File: config.mk
export PLATFORM = sky130hd
export DESIGN_NAME = array_loader_flat
export DESIGN_NICKNAME = d
export VERILOG_FILES = /design/src/rtl/array_loader_if.sv /design/src/rtl/array_loader.sv /design/src/flat_wrapper.sv
export SDC_FILE = /design/constraint.sdc
export NUM_CORES = 1
export LEC_CHECK = 0
export BUFFER_PORTS_ARGS = -buffer_cell sky130_fd_sc_hd__buf_2
export CAP_MARGIN = 20
export CORE_MARGIN = 3
export CORE_UTILIZATION = 56
export CTS_CLUSTER_SIZE = 25
export DETAILED_ROUTE_END_ITERATION = 16
export GPL_ROUTABILITY_DRIVEN = 0
export PLACE_DENSITY = 0.84
export RECOVER_POWER = 25
export REMOVE_ABC_BUFFERS = 1
export SLEW_MARGIN = 30
export SYNTH_ARGS = -nofsm -noshare
export SYNTH_HDL_FRONTEND = slang
export SYNTH_SLANG_ARGS = --single-unit
File: constraint.sdc
create_clock -name clk -period 3 [get_ports clk]
set_input_delay 0.6 -clock clk [delete_from_list [all_inputs] [get_ports clk]]
set_output_delay 0.6 -clock clk [all_outputs]
set_load 0.02 [all_outputs]
File: src/rtl/array_loader_if.sv
// Stream-in and search-side signals of the array loader, bundled for port connection.
interface array_loader_if #(
    parameter int unsigned DWIDTH = 8,
    parameter int unsigned DEPTH  = 8
);
    localparam int unsigned CWIDTH = $clog2(DEPTH + 1);

    // Sample stream
    logic                             s_valid;
    logic [DWIDTH-1:0]                s_data;
    logic                             s_last;
    logic                             s_ready;

    // Search-stage side
    logic [DEPTH-1:0][DWIDTH-1:0]     array;
    logic                             en;
    logic [CWIDTH-1:0]                count;
    logic                             search_dv;
    logic                             busy;

    // Driver of samples and consumer of the array (producer + search stage)
    modport master (
        output s_valid, s_data, s_last, search_dv,
        input  s_ready, array, en, count, busy
    );

    // The loader itself
    modport slave (
        input  s_valid, s_data, s_last, search_dv,
        output s_ready, array, en, count, busy
    );
endinterface

File: src/rtl/array_loader.sv
// Frame loader for the min/max array search: collects samples into a register array,
// pads short frames with a value that can never win, launches the search and holds the
// array until the search reports a result.
module array_loader #(
    parameter int unsigned DWIDTH     = 8,
    parameter int unsigned DEPTH      = 8,
    parameter logic        SEARCH_MAX = 1'b0,
    localparam int unsigned AWIDTH    = $clog2(DEPTH),
    localparam int unsigned CWIDTH    = $clog2(DEPTH + 1)
) (
    input  logic                clk,
    input  logic                rst,
    array_loader_if.slave       bus
);

    // Pad loses the search: all ones for a min search, all zeros for a max search.
    localparam logic [DWIDTH-1:0] PAD_VAL  = {DWIDTH{~SEARCH_MAX}};
    localparam logic [AWIDTH-1:0] LAST_IDX = AWIDTH'(DEPTH - 1);

    typedef enum logic [1:0] {
        StFill,
        StPad,
        StLaunch,
        StWait
    } state_e;

    state_e                       state_q, state_d;
    logic [AWIDTH-1:0]            wptr_q, wptr_d;
    logic [DEPTH-1:0][DWIDTH-1:0] array_q, array_d;
    logic [CWIDTH-1:0]            count_q, count_d;
    logic                         en_q, en_d;
    logic                         accept;

    // Handshake decodes the state register only.
    assign bus.s_ready = (state_q == StFill);
    assign bus.busy    = (state_q != StFill);
    assign accept      = bus.s_valid && (state_q == StFill);

    assign bus.array   = array_q;
    assign bus.count   = count_q;
    assign bus.en      = en_q;

    // Next-state, write pointer, array contents and entry count.
    always_comb begin
        state_d = state_q;
        wptr_d  = wptr_q;
        array_d = array_q;
        count_d = count_q;

        unique case (state_q)
            StFill: begin
                if (accept) begin
                    array_d[wptr_q] = bus.s_data;
                    count_d         = CWIDTH'(wptr_q) + CWIDTH'(1);
                    if (wptr_q == LAST_IDX) begin
                        // A full frame needs no padding; s_last is irrelevant here.
                        state_d = StLaunch;
                        wptr_d  = '0;
                    end else if (bus.s_last) begin
                        // Keep wptr on the last real entry so PAD knows where to start.
                        state_d = StPad;
                    end else begin
                        wptr_d = wptr_q + AWIDTH'(1);
                    end
                end
            end

            StPad: begin
                for (int i = 0; i < DEPTH; i++) begin
                    if (AWIDTH'(i) > wptr_q) begin
                        array_d[i] = PAD_VAL;
                    end
                end
                state_d = StLaunch;
                wptr_d  = '0;
            end

            StLaunch: begin
                // A combinational search may answer in the launch cycle itself.
                state_d = bus.search_dv ? StFill : StWait;
            end

            StWait: begin
                if (bus.search_dv) begin
                    state_d = StFill;
                end
            end

            default: begin
                state_d = StFill;
                wptr_d  = '0;
            end
        endcase
    end

    // en is registered and high exactly while the state register holds LAUNCH.
    always_comb begin
        en_d = (state_d == StLaunch);
    end

    // State, pointer, array and output registers with synchronous reset.
    always_ff @(posedge clk) begin
        if (rst) begin
            state_q <= StFill;
            wptr_q  <= '0;
            array_q <= '0;
            count_q <= '0;
            en_q    <= 1'b0;
        end else begin
            state_q <= state_d;
            wptr_q  <= wptr_d;
            array_q <= array_d;
            count_q <= count_d;
            en_q    <= en_d;
        end
    end

endmodule

File: src/flat_wrapper.sv
// flat-port wrapper written by rule: the top's interface ports become plain ports
module array_loader_flat 
#(
    parameter int unsigned DWIDTH     = 8,
    parameter int unsigned DEPTH      = 8,
    parameter logic        SEARCH_MAX = 1'b0,
    localparam int unsigned AWIDTH    = $clog2(DEPTH),
    localparam int unsigned CWIDTH    = $clog2(DEPTH + 1)
)
  (clk, rst, bus_s_valid, bus_s_data, bus_s_last, bus_search_dv, bus_s_ready, bus_array, bus_en, bus_count, bus_busy);
  array_loader_if #(.DWIDTH(DWIDTH), .DEPTH(DEPTH)) bus_i ();
  input  logic clk;
  input  logic rst;
  input wire logic [$bits(bus_i.s_valid)-1:0] bus_s_valid;
  input wire logic [$bits(bus_i.s_data)-1:0] bus_s_data;
  input wire logic [$bits(bus_i.s_last)-1:0] bus_s_last;
  input wire logic [$bits(bus_i.search_dv)-1:0] bus_search_dv;
  output wire logic [$bits(bus_i.s_ready)-1:0] bus_s_ready;
  output wire logic [$bits(bus_i.array)-1:0] bus_array;
  output wire logic [$bits(bus_i.en)-1:0] bus_en;
  output wire logic [$bits(bus_i.count)-1:0] bus_count;
  output wire logic [$bits(bus_i.busy)-1:0] bus_busy;
  assign bus_i.s_valid = bus_s_valid;
  assign bus_i.s_data = bus_s_data;
  assign bus_i.s_last = bus_s_last;
  assign bus_i.search_dv = bus_search_dv;
  assign bus_s_ready = bus_i.s_ready;
  assign bus_array = bus_i.array;
  assign bus_en = bus_i.en;
  assign bus_count = bus_i.count;
  assign bus_busy = bus_i.busy;
  array_loader #(.DWIDTH(DWIDTH), .DEPTH(DEPTH), .SEARCH_MAX(SEARCH_MAX)) u_core (.clk(clk), .rst(rst), .bus(bus_i));
endmodule
Word-level counts from Yosys, hierarchy flattened
Index checks and enable logic that the tools add are counted.
- $add $sub $neg: 2
- $mul: 0
- div/mod/pow operators: 0
- order comparisons: 10
- equal/unequal tests: 15
- shift-type cells: 0
- mux-type cells: 23
- bitwise gates (word level): 0
- reduce and logical (&&, ||, !) cells: 15
- operators with widths (operator ; count):
    64-bit one-hot mux with 2 select lines ; 1
    8-bit two-way mux ; 9
    64-bit bitwise mux ; 1
    64-bit two-way mux ; 1
    3-bit AND reduction ; 9
    8-bit demux with 3-bit select ; 1
    2-bit by 1-bit != test with 1-bit output (second input constant) ; 9
    3-bit > comparator (first input constant) ; 4
    2-bit two-way mux ; 5
    3-bit two-way mux ; 3
    2-bit one-hot mux with 4 select lines ; 1
    2-bit == test (second input constant) ; 3
    1-bit by 3-bit > comparator with 1-bit output (first input constant) ; 2
    2-bit by 3-bit > comparator with 1-bit output (first input constant) ; 2
    3-bit one-hot mux with 2 select lines ; 1
    3-bit by 1-bit adder with 4-bit output (second input constant) ; 1
    3-bit by 4-bit < comparator with 1-bit output (second input constant) ; 1
    2-bit nonzero test ; 2
    3-bit by 1-bit adder with 3-bit output (second input constant) ; 1
    3-bit == test (second input constant) ; 1
    3-bit by 1-bit greater-or-equal comparator with 1-bit output (second input constant) ; 1
    3-bit by 2-bit != test with 1-bit output (second input constant) ; 1
    2-bit by 1-bit == test with 1-bit output (second input constant) ; 1
    1-bit logical AND ; 2
    2 further kinds ; 2
- flip-flop bits (word level): 74
- bits in latches: 0
- memory bits (writable): 0
- memory bits (read-only): 0
- bits of input ports: 13
- output and inout bits: 71
- word-level logic and storage cells: 77
- memories kept: 0

Longest topological paths before layout
Gate-level depths: netlist of the first run.
- depth in word-level cells: 7
- mapped depth: 6
- mapped depth without buffers: 5

Least setup slack after synthesis of the first run
Ideal clock, no wire load.
- path kind: flip-flop to flip-flop
- start point: reg u_core.wptr_q[1]
- end point: reg u_core.en_q, in the netlist u_core.bus.en
- library setup time: 0.115 ns
- arrival: 1.608 ns
- slack: 1.276 ns
- cell stages (with the launch flop): 6
- buffers on the path: 0
- clock period less this slack: 1.724 ns
- path through: dfxtp_1 -> ha_1 -> ha_1 -> nand2b_1 -> or4b_1 -> and3_1
- longest elaborated chain between the ends: 5
- ends and longest elaborated chain (what ; line ; text):
    from (decl) ; array_loader.sv:28 ; logic [AWIDTH-1:0] wptr_q, wptr_d;
    from (signal assigned) ; array_loader.sv:111 ; wptr_q <= wptr_d;
    3-bit == test ; array_loader.sv:55 ; if (wptr_q == LAST_IDX) begin
    2-bit two-way mux ; array_loader.sv:55 ;
    2-bit two-way mux ; array_loader.sv:52 ; if (accept) begin
    2-bit one-hot mux with 4 select lines ; array_loader.sv:50 ; unique case (state_q)
    2-bit == test ; array_loader.sv:98 ; en_d = (state_d == StLaunch);
    to (signal assigned) ; array_loader.sv:114 ; en_q <= en_d;
    to (decl) ; array_loader.sv:31 ; logic en_q, en_d;
No other way between the ends.
A chain may end at the register's enable or synchronous reset.

Worst setup path after layout of the first run
- start point: reg u_core.state_q[0]
- end point: reg u_core.array_q (netlist bit u_core.bus.array[41])
- longest elaborated chain between the ends: 4
- ends and longest elaborated chain (what ; line ; text):
    from (decl) ; array_loader.sv:27 ; state_e state_q, state_d;
    from (signal assigned) ; array_loader.sv:104 ; state_q <= StFill;
    from (signal assigned) ; array_loader.sv:110 ; state_q <= state_d;
    2-bit logical NOT ; array_loader.sv:37, array_loader.sv:50 ;
    1-bit logical AND ; array_loader.sv:37 ; assign accept = bus.s_valid && (state_q == StFill);
    2-bit by 1-bit != test with 1-bit output (no line) ; -- ;
    3-bit AND reduction (no line) ; -- ;
    to (signal assigned) ; array_loader.sv:112 ; array_q <= array_d;
    to (decl) ; array_loader.sv:29 ; logic [DEPTH-1:0][DWIDTH-1:0] array_q, array_d;
Several ways; a longest one is shown, not always the timed one.

==> results of run 1 <==
==> sequential cells by signal, indices dropped and copies added, names as in the netlist <==
signal / cells
u_core.state_q: 2
u_core.wptr_q: 3
u_core.bus.en: 1
u_core.bus.count: 4
u_core.bus.array: 64
==> cell usage in the layout (no fill, tap or decap), types with 2 or more instances in the layout <==
cell type,instances
nand4_1,8
nor3_1,8
o21ai_0,19
o221a_1,4
clkinvlp_4,2
o221a_2,12
clkbuf_8,9
buf_4,5
bufinv_16,3
buf_2,48
ha_1,4
or4b_1,2
nand2b_1,7
nor2_1,11
nand4b_1,2
a211oi_2,9
o31ai_1,9
or2_2,3
mux2i_1,26
a21oi_1,21
nand2_1,26
nor2b_1,6
dfxtp_1,74
inv_1,12
clkbuf_1,36
==> cell type report <==
cell class                 count  area (sq um)
fill                         423          1533
inverter                      12         45.04
sequential                    74          1481
clock buffer                  10         127.6
tap                           70         87.58
multi-input combinational    202          1538
timing repair buffer          88         409.1
clock inverter                 6         113.9
==> cell usage after synthesis, drive strengths merged <==
library cell | n | area share (%)
a21boi | 1 | 0.23
a21bo | 1 | 0.31
nand3 | 1 | 0.16
a22o | 1 | 0.27
nand4 | 8 | 1.6
nand4b | 2 | 0.55
a221oi | 2 | 1.1
a21oi | 21 | 3.3
dfxtp | 74 | 46
and3 | 1 | 0.19
nand2b | 7 | 1.4
inv | 12 | 1.4
nand2 | 27 | 3.2
a2bb2oi | 1 | 0.47
nor3 | 8 | 1.2
o31ai | 9 | 2.1
or4 | 1 | 0.23
or3 | 1 | 0.19
nor2b | 6 | 1.2
a31oi | 1 | 0.19
o221ai | 1 | 0.82
o221a | 16 | 5.6
buf | 15 | 3.2
nor2 | 12 | 1.6
or2 | 4 | 0.78
nand4bb | 1 | 0.35
nor4b | 1 | 0.74
and3b | 1 | 0.27
mux2i | 26 | 8.1
or4b | 2 | 0.62
clkbuf | 11 | 1.3
o21ai | 20 | 3.5
and4b | 1 | 0.43
ha | 4 | 1.6
a211oi | 11 | 4.4
o211ai | 1 | 0.66
nor3b | 2 | 0.78
==> worst reg2reg max path, stage by stage (launching register included) <==
cell       delay (ns)
dfxtp_1          0.55
nand4bb_1        0.64
or3_1            0.62
o221a_2          0.31
==> report_power, final <==
group	internal [mW]	switching [mW]	total, mW
combinational	0.127	0.233	0.360
sequential	1.05	0.0432	1.09
clock	0.555	0.374	0.929
==> kinds of logic (layout without fill, tap and decap cells) <==
family                     after synthesis  count (layout)  share of synthesized area, %
AOI/OAI and AO/OA                       86              86                         22.85
and+or+nand+nor                         86              86                         15.49
DFF                                     74              74                         46.09
buffers and inverters                   38             116                         5.916
muxes                                   26              26                         8.097
adders and majority gates                4               4                         1.557
==> final timing paths <==
check / cells after the start / startpoint / slack, ns / end
min reg2reg: 2 / u_core.bus.array[33] / 0.45 / u_core.bus.array[33]
max: 3 / u_core.state_q[0] / 0.79 / u_core.bus.array[41]
min: 2 / u_core.bus.array[33] / 0.45 / u_core.bus.array[33]
max reg2reg: 3 / u_core.state_q[0] / 0.79 / u_core.bus.array[41]
==> metrics by stage <==
stage | std cells | area (sq um) | hold WS (ns) | setup WS [ns] | utilization (%)
floorplan | 288 | 3069 | 0.5222 | 0.9448 | -
global placement | 446 | 3610 | 0.4336 | 0.8716 | 67.66
detailed placement | 446 | 3610 | 0.4370 | 0.7530 | 67.66
CTS | 462 | 3851 | 0.4490 | 0.8040 | 72.19
global route | 462 | 3802 | 0.4757 | 0.6498 | 71.27
finish | 462 | 3802 | 0.4467 | 0.7908 | 71.27
==> per-layer routing <==
metal,track usage (%),up-vias
li1,-,1289
met1,31.36,1248
met2,38.37,109
met3,6.798,15
met4,10.13,0
met5,0,-
==> impl_results.md, run 1 <==
- Final Skew: 0.008269 ns
- Clk slew on worst S/H paths: 0.08 ns
- Clock Path Buffers: 2
- Setup CP Type: register to register
- CTS root buf: clkbuf_8
- CTS hold repair buffers: 0
- Register area share after synthesis: 46.09%
- # setup viols final: 0
- Fraction of layout cells with a size suffix above 1: 26.28%
- Max-slew violation count: 0
- HP Class: register to register
- Distinct cells, synth: 49
- Drc violations: 0
- Avg Cell Area, Syn: 10.24 sq um
- Initial Util: 60.25%
- Vias in the first global route: 2514
- Routed wire per std cell: 16.80 um
- Vias: 2661
- Post-CTS setup buffers: 0
- Post-route minimum period: 2.209 ns
- GRT overflow: 0
- Largest net degree at the start of global routing: 57
- WP data required: 3.25 ns
- Worst-case vdd ir drop: 0.4043 mV
- H-tree levels: 3
- Chip Width: 81.76 um
- DR top layer: met4
- Critical path's top delay family: simple AND/OR/NAND/NOR gates
- Critical path buffers and inverters: 0
- Routed Antenna Nets: 0
- Core area: 5335 sq um
- # Max-Cap Violations: 0
- RSZ-0062 raised after global routing: no
- Worst slew margin relative to its limit: 50.05%
- Met3 routed WL: 653 um
- HPWL after DPL: 5345 um
- Syn. warnings: 0
- Initial antenna violation count: 0
- CP startpoint kind: register
- Die height: 81.76 um
- Crit end category: register
- Fmax: 452.7 MHz
- Slew @ Worst Pin: 0.7483 ns
- First-pass GRT wire length: 12190 um
- CTS tree: done
- Status: finished clean
- Total Wirelength: 7761 um
- Fin Setup TNS: 0 ns
- Layout Nets: 404
- Lkg Pwr: 1.613 nW
- CTS Buf Count: 9
- P&R area growth vs syn: 18.30%
- Iteration-0 DRC Markers: 180
- Total GRT Usage: 24.36%
- Floorplan row count: 26
- Power Density: 625.2 nW/um^2
- Worst path slowest cell: nand4bb_1
- Metal-1 WL: 3355 um
- Tcrit/Tclk final: 73.64%
- N_diodes: 0
- Fin. Hold Viols: 0
- CTS Sinks: 74
- Clock Latency Late Sink: 0.35 ns
- CTS resizes: 0
- Full die area: 6685 sq um
- Post-Syn Area: 3214 sq um
- Overall power: 2.377 mW
- Met2 WL post-DR: 3593 um
- DR vias/cell: 5.760
- CP max FO: 21
- CP max stage delay: 0.63 ns
- Post-Synthesis Cells: 314
- Io pins: 84
- Port-buffer cells: 83
- First-pass iteration count of the detailed router: 4
- CP arrival: 2.46 ns
- FF+latch count, synth: 74
- Worst-path cell chain: nand4bb_1 -> or3_1 -> o221a_2
(Power assumes the default switching activity.)
==> run 2, diff against run 1 <==
- ABC_AREA: not set -> 1
- CORE_UTILIZATION: 56 -> 48
- PLACE_DENSITY: 0.84 -> 0.76
- clock period: 3 -> 1.8 ns (I/O delays scaled with it)
==> impl_results.md, run 2 <==
- Status: finished clean
- Fraction of layout cells with a size suffix above 1: 22.07%
- Setup CP Type: register to register
- Ys flop type: dfxtp_1
- Post-route minimum period: 1.610 ns
- Register area share after synthesis: 43.04%
- Clock Latency Late Sink: 0.35 ns
- Initial antenna violation count: 0
- Largest net degree at the start of global routing: 25
- Die height: 90.68 um
- Total GRT Usage: 21.13%
- Post-synth top area cell: dfxtp_1
- Vias in the first global route: 3047
- Most common cell after layout, fill and taps aside: nor2_1
- Full die area: 8223 sq um
- HP Class: primary input to register
- Ys async rst share: 0%
- Io pins: 84
- Fin Setup TNS: 0 ns
- Clk slew on worst S/H paths: 0.08 ns
- Core area: 6869 sq um
- Initial Util: 50.11%
- First-pass GRT wire length: 14090 um
- Syn. warnings: 0
- Final Skew: 0.009705 ns
- Dpl cell area: 3954 sq um
- Layout Nets: 592
- Hold Worst Slack: 0.2618 ns
- Distinct cells, synth: 29
- Cell with the most instances after synthesis: nor2_1
- Clock network power share: 33.1%
- # Max-Cap Violations: 0
- Cell count after placement: 660
- CP startpoint kind: register
- EDFF count, synth: 0
- Crit end category: register
- Fin area: 4105 sq um
- RSZ-0062 raised after global routing: no
- WP data required: 2.02 ns
- Internal power: 2.606 mW
- Reg2reg path depth: 6
- Post-Syn Area: 3442 sq um
- H-tree levels: 3
- Vias: 3284
- Hold Crit Depth: 2
- # setup viols final: 0
- Slew @ Worst Pin: 0.4402 ns
- Most frequent cells in the layout: nor2_1 (107), nand2_1 (85), dfxtp_1 (72), inv_1 (50), buf_2 (47)
- Floorplan row count: 30
- CTS Buf Count: 9
- Routed Antenna Nets: 0
- CTS Sinks: 74
- Combinational share of power: 18.9%
- Synth top area share: 43.04%
- Worst-case vdd ir drop: 0.3670 mV
- CTS root buf: clkbuf_8
- CP arrival: 1.83 ns
- First-pass iteration count of the detailed router: 4
- Max-slew violation count: 0
- HPWL after DPL: 6267 um
- CP max FO: 15
- Largest register FFs: 64
- FF+latch count, synth: 74
- Total Wirelength: 8458 um
- Post-Synthesis Cells: 488
- Port-buffer cells: 83
- N_diodes: 0
- Reg power frac: 48.0%
- DR vias/cell: 4.858
- Chip Width: 90.68 um
- Fmax: 621.1 MHz
- Overall power: 3.805 mW
- Lkg Pwr: 1.960 nW
- Drc violations: 0
- Avg Cell Area, Syn: 7.053 sq um
- Iteration-0 DRC Markers: 135
- Switching Fraction: 31.51%
- GRT overflow: 0
- Clock Path Buffers: 2
- Psw: 1.199 mW
- Top cells by area, synth: dfxtp_1 (43%), nor2_1 (12%), nand2_1 (9.3%)
- Most frequent cells after synthesis: nor2_1 (107), nand2_1 (85), dfxtp_1 (74)
- CTS tree: done
- Worst slew margin relative to its limit: 70.65%
- P&R area growth vs syn: 19.27%
- Fin. Hold Viols: 0
- Power Density: 927.0 nW/um^2
- Layout Cells excl Fill: 676
- Routed wire per std cell: 12.51 um
- Tcrit/Tclk final: 89.44%
run 2: cell types whose count changed in the layout (fill, tap and decap cells not counted), sizes merged, moves of 9 or more:
| cell | before | now |
|---|---|---|
| inv | 13 | 56 |
| nand2 | 27 | 93 |
| o221a | 16 | 0 |
| mux2i | 26 | 0 |
| nor2 | 12 | 136 |
| o31ai | 9 | 0 |
| a211oi | 11 | 0 |
| nand3 | 1 | 42 |
run 2: through the flow:
step,worst slack (ns),util [%]
3_3_place_gp,0.2404,57.56
5_1_grt,0.03607,59.76
2_1_floorplan,-0.02223,-
3_5_place_dp,0.1809,57.56
4_1_cts,0.1571,60.38
6_report,0.1900,59.76
run 2: cells by family (layout without fill, tap and decap cells):
| family | after synthesis | count (layout) | synth area share, % |
|---|---|---|---|
| compound gates | 48 | 48 | 7.743 |
| fa+ha+maj | 4 | 4 | 1.454 |
| buf+inv | 77 | 169 | 9.742 |
| flops | 74 | 74 | 43.04 |
| simple gates | 285 | 285 | 38.02 |
run 2: repair_timing:
| item | 4_1_cts | 5_1_grt |
|---|---|---|
| gates resized for setup | 0 | 2 |
| setup endpoints to repair | 0 | 3 |
| hold buffers | 0 | 0 |
| setup buffers | 0 | 0 |
run 2: final cells by class:
type | count | area, sq um
multi-input cells | 337 | 1625
inverters | 58 | 221.5
well taps | 96 | 120.1
repair buffers | 95 | 460.4
clock inverters | 7 | 70.07
clock buffers | 9 | 123.9
flip-flops and latches | 74 | 1484
fillers | 671 | 2764
run 2: worst paths after layout:
| kind | to | slack [ns] | start |
|---|---|---|---|
| min | u_core.wptr_q[1] | 0.26 | rst |
| min reg2reg | u_core.bus.array[60] | 0.46 | u_core.bus.array[60] |
| max | u_core.bus.array[63] | 0.19 | u_core.state_q[0] |
| max reg2reg | u_core.bus.array[63] | 0.19 | u_core.state_q[0] |
run 2: worst max-delay path: stages (launching register included):
cell,delay (ns)
dfxtp_1,0.36
nor2_2,0.19
nand2_4,0.14
inv_2,0.24
nand2_1,0.24
o21ai_0,0.24
a21oi_1,0.06
run 2: routing by layer:
layer / wire length (um) / global-route usage [%] / up-vias
li1: - / - / 1695
met1: 3666 / 25.32 / 1469
met2: 4102 / 35.45 / 101
met3: 526 / 5.500 / 19
met4: 163 / 9.311 / 0
met5: 0 / 0 / -
run 2: power groups by stage:
stage	Sequential [mW]	Clock, mW	Combinational (mW)
after floorplan	1.99	0	0.349
after global placement	1.85	0	0.721
after detailed placement	1.86	0	0.736
after CTS	1.82	1.28	0.739
after global routing	1.84	1.36	0.803
final	1.83	1.26	0.720
==> run 3, diff against run 2 <==
- CORE_MARGIN: 3 -> not set
- clock period: 1.8 -> 1.38 ns (I/O delays scaled with it)
==> impl_results.md, run 3 (synthesis results as in run 2) <==
- # Max-Cap Violations: 0
- Met2 GRT Util: 40.98%
- Met3 usage: 5.048%
- Core area: 6869 sq um
- Setup CP Type: register to output pin
- Worst slew margin relative to its limit: 77.52%
- Vias in the first global route: 3146
- CTS tree: done
- Layout Cells excl Fill: 699
- GRT overflow: 0
- CP max stage delay: 0.37 ns
- DR vias/cell: 4.997
- WP data required: 1.10 ns
- Fillers: 593
- Io pins: 84
- CTS root buf: clkbuf_8
- Clock Path Buffers: 2
- Lkg Pwr: 2.278 nW
- Fin. Hold Viols: 0
- Power Density: 1191 nW/um^2
- Routed Antenna Nets: 0
- Largest register FFs: 64
- CTS Sinks: 74
- Full die area: 7513 sq um
- Tcrit/Tclk final: 101.8%
- First-pass GRT wire length: 14060 um
- Fraction of layout cells with a size suffix above 1: 37.15%
- CP dominant cell by count: buf_6
- Worst-case vdd ir drop: 0.6239 mV
- CTS Buf Count: 9
- Fin worst setup slack: -0.02516 ns
- N_diodes: 0
- Cell count after placement: 676
- Floorplan row count: 30
- Violated checks: setup timing
- Initial antenna violation count: 0
- First-pass iteration count of the detailed router: 5
- Final Skew: 0.007734 ns
- CP startpoint kind: register
- Port-buffer cells: 83
- GR peak layer: met2
- Vias: 3493
- Largest net degree at the start of global routing: 25
- P&R area growth vs syn: 34.39%
- Clock Latency Late Sink: 0.35 ns
- Most common cell after layout, fill and taps aside: nor2_1
- HPWL after DPL: 6276 um
- H-tree levels: 3
- Clk slew on worst S/H paths: 0.08 ns
- Iteration-0 DRC Markers: 279
- # setup viols final: 2
- Layout Nets: 615
- Met1 Resource Use GR: 29.42%
- CP arrival: 1.13 ns
- Status: complete, but fails checks
- Total GRT Usage: 24.10%
- Initial Util: 50.11%
- Crit end category: output pin
- Dpl ws: -0.1531 ns
- CTS hold repair buffers: 0
- Fmax: 711.7 MHz
- Total Wirelength: 8989 um
- Die height: 86.68 um
- Slew @ Worst Pin: 0.3336 ns
- Post-route minimum period: 1.405 ns
- Max-slew violation count: 0
- Routed wire per std cell: 12.86 um
- RSZ-0062 raised after global routing: yes
- Chip Width: 86.68 um
- Drc violations: 0
- CP max FO: 4
- Worst path slowest cell: dfxtp_4
- Worst-path cell chain: nor2_4 -> buf_6 -> inv_2 -> buf_6
- HP Class: primary input to register
- Most frequent cells in the layout: nor2_1 (91), buf_2 (81), nand2_1 (80), dfxtp_1 (70), inv_1 (45)
## run 3: cell count changes in the layout (fill, tap and decap cells not counted), moves of 8 or more
cell	previous run	this run
buf_2	47	81
buf_4	12	26
buf_6	0	8
clkbuf_1	36	0
nor2_1	107	91
nor2_2	27	37
## run 3: metrics by stage
step	power, mW	instance area, sq um	hold slack (ns)	utilization [%]	setup TNS [ns]
finish	5.507	4626	0.1791	67.34	-0.03478
CTS	5.427	4375	0.1851	63.70	-0.2870
floorplan	3.057	3328	0.3451	-	-10.88
global route	5.737	4626	0.1982	67.34	-0.3548
detailed placement	3.423	4086	0.4434	59.49	-2.443
global placement	3.395	4086	0.4332	59.49	-0.3269
## run 3: timing repair
| action | 4_1_cts | 5_1_grt |
|---|---|---|
| setup endpoints to repair | 56 | 71 |
| gates resized for setup | 18 | 61 |
| setup buffers | 0 | 5 |
| gates cloned | 1 | 1 |
| pin swaps | 0 | 12 |
## run 3: critical path, delay by kind of cell (launching register included)
family                 cells  cell delay (ns)
DFF                        1             0.37
buffers and inverters      3             0.26
and+or+nand+nor            1             0.15
## run 3: layer usage
| layer | share of wire [%] | vias to the layer above |
|---|---|---|
| met2 | 50 | 112 |
| met3 | 5.1 | 20 |
| met1 | 43 | 1615 |
| met5 | 0 | - |
| li1 | - | 1746 |
| met4 | 2.2 | 0 |
## run 3: power breakdown
part	switching [mW]	internal (mW)	total, mW
logic	0.720	0.389	1.11
clock network	0.825	1.20	2.03
registers	0.0869	2.29	2.37
total	1.63	3.88	5.51
## run 3: worst paths after layout
kind,from,end,slack [ns],depth (start not counted)
worst min-delay path,rst,u_core.state_q[0],0.18,2
worst max-delay path,u_core.state_q[0],bus_busy,-0.03,4
worst max register to register,u_core.wptr_q[1],u_core.wptr_q[0],0.02,8
worst min register to register,u_core.bus.array[58],u_core.bus.array[58],0.46,2
## run 3: final cells by class
class,count,area [sq um],area share (%)
clock buffer,9,123.9,2.678
inverter,58,240.2,5.193
tap,96,120.1,2.597
sequential,74,1494,32.30
timing repair buffer,116,710.7,15.36
multi-input combinational,339,1821,39.36
clock inverter,7,116.4,2.516
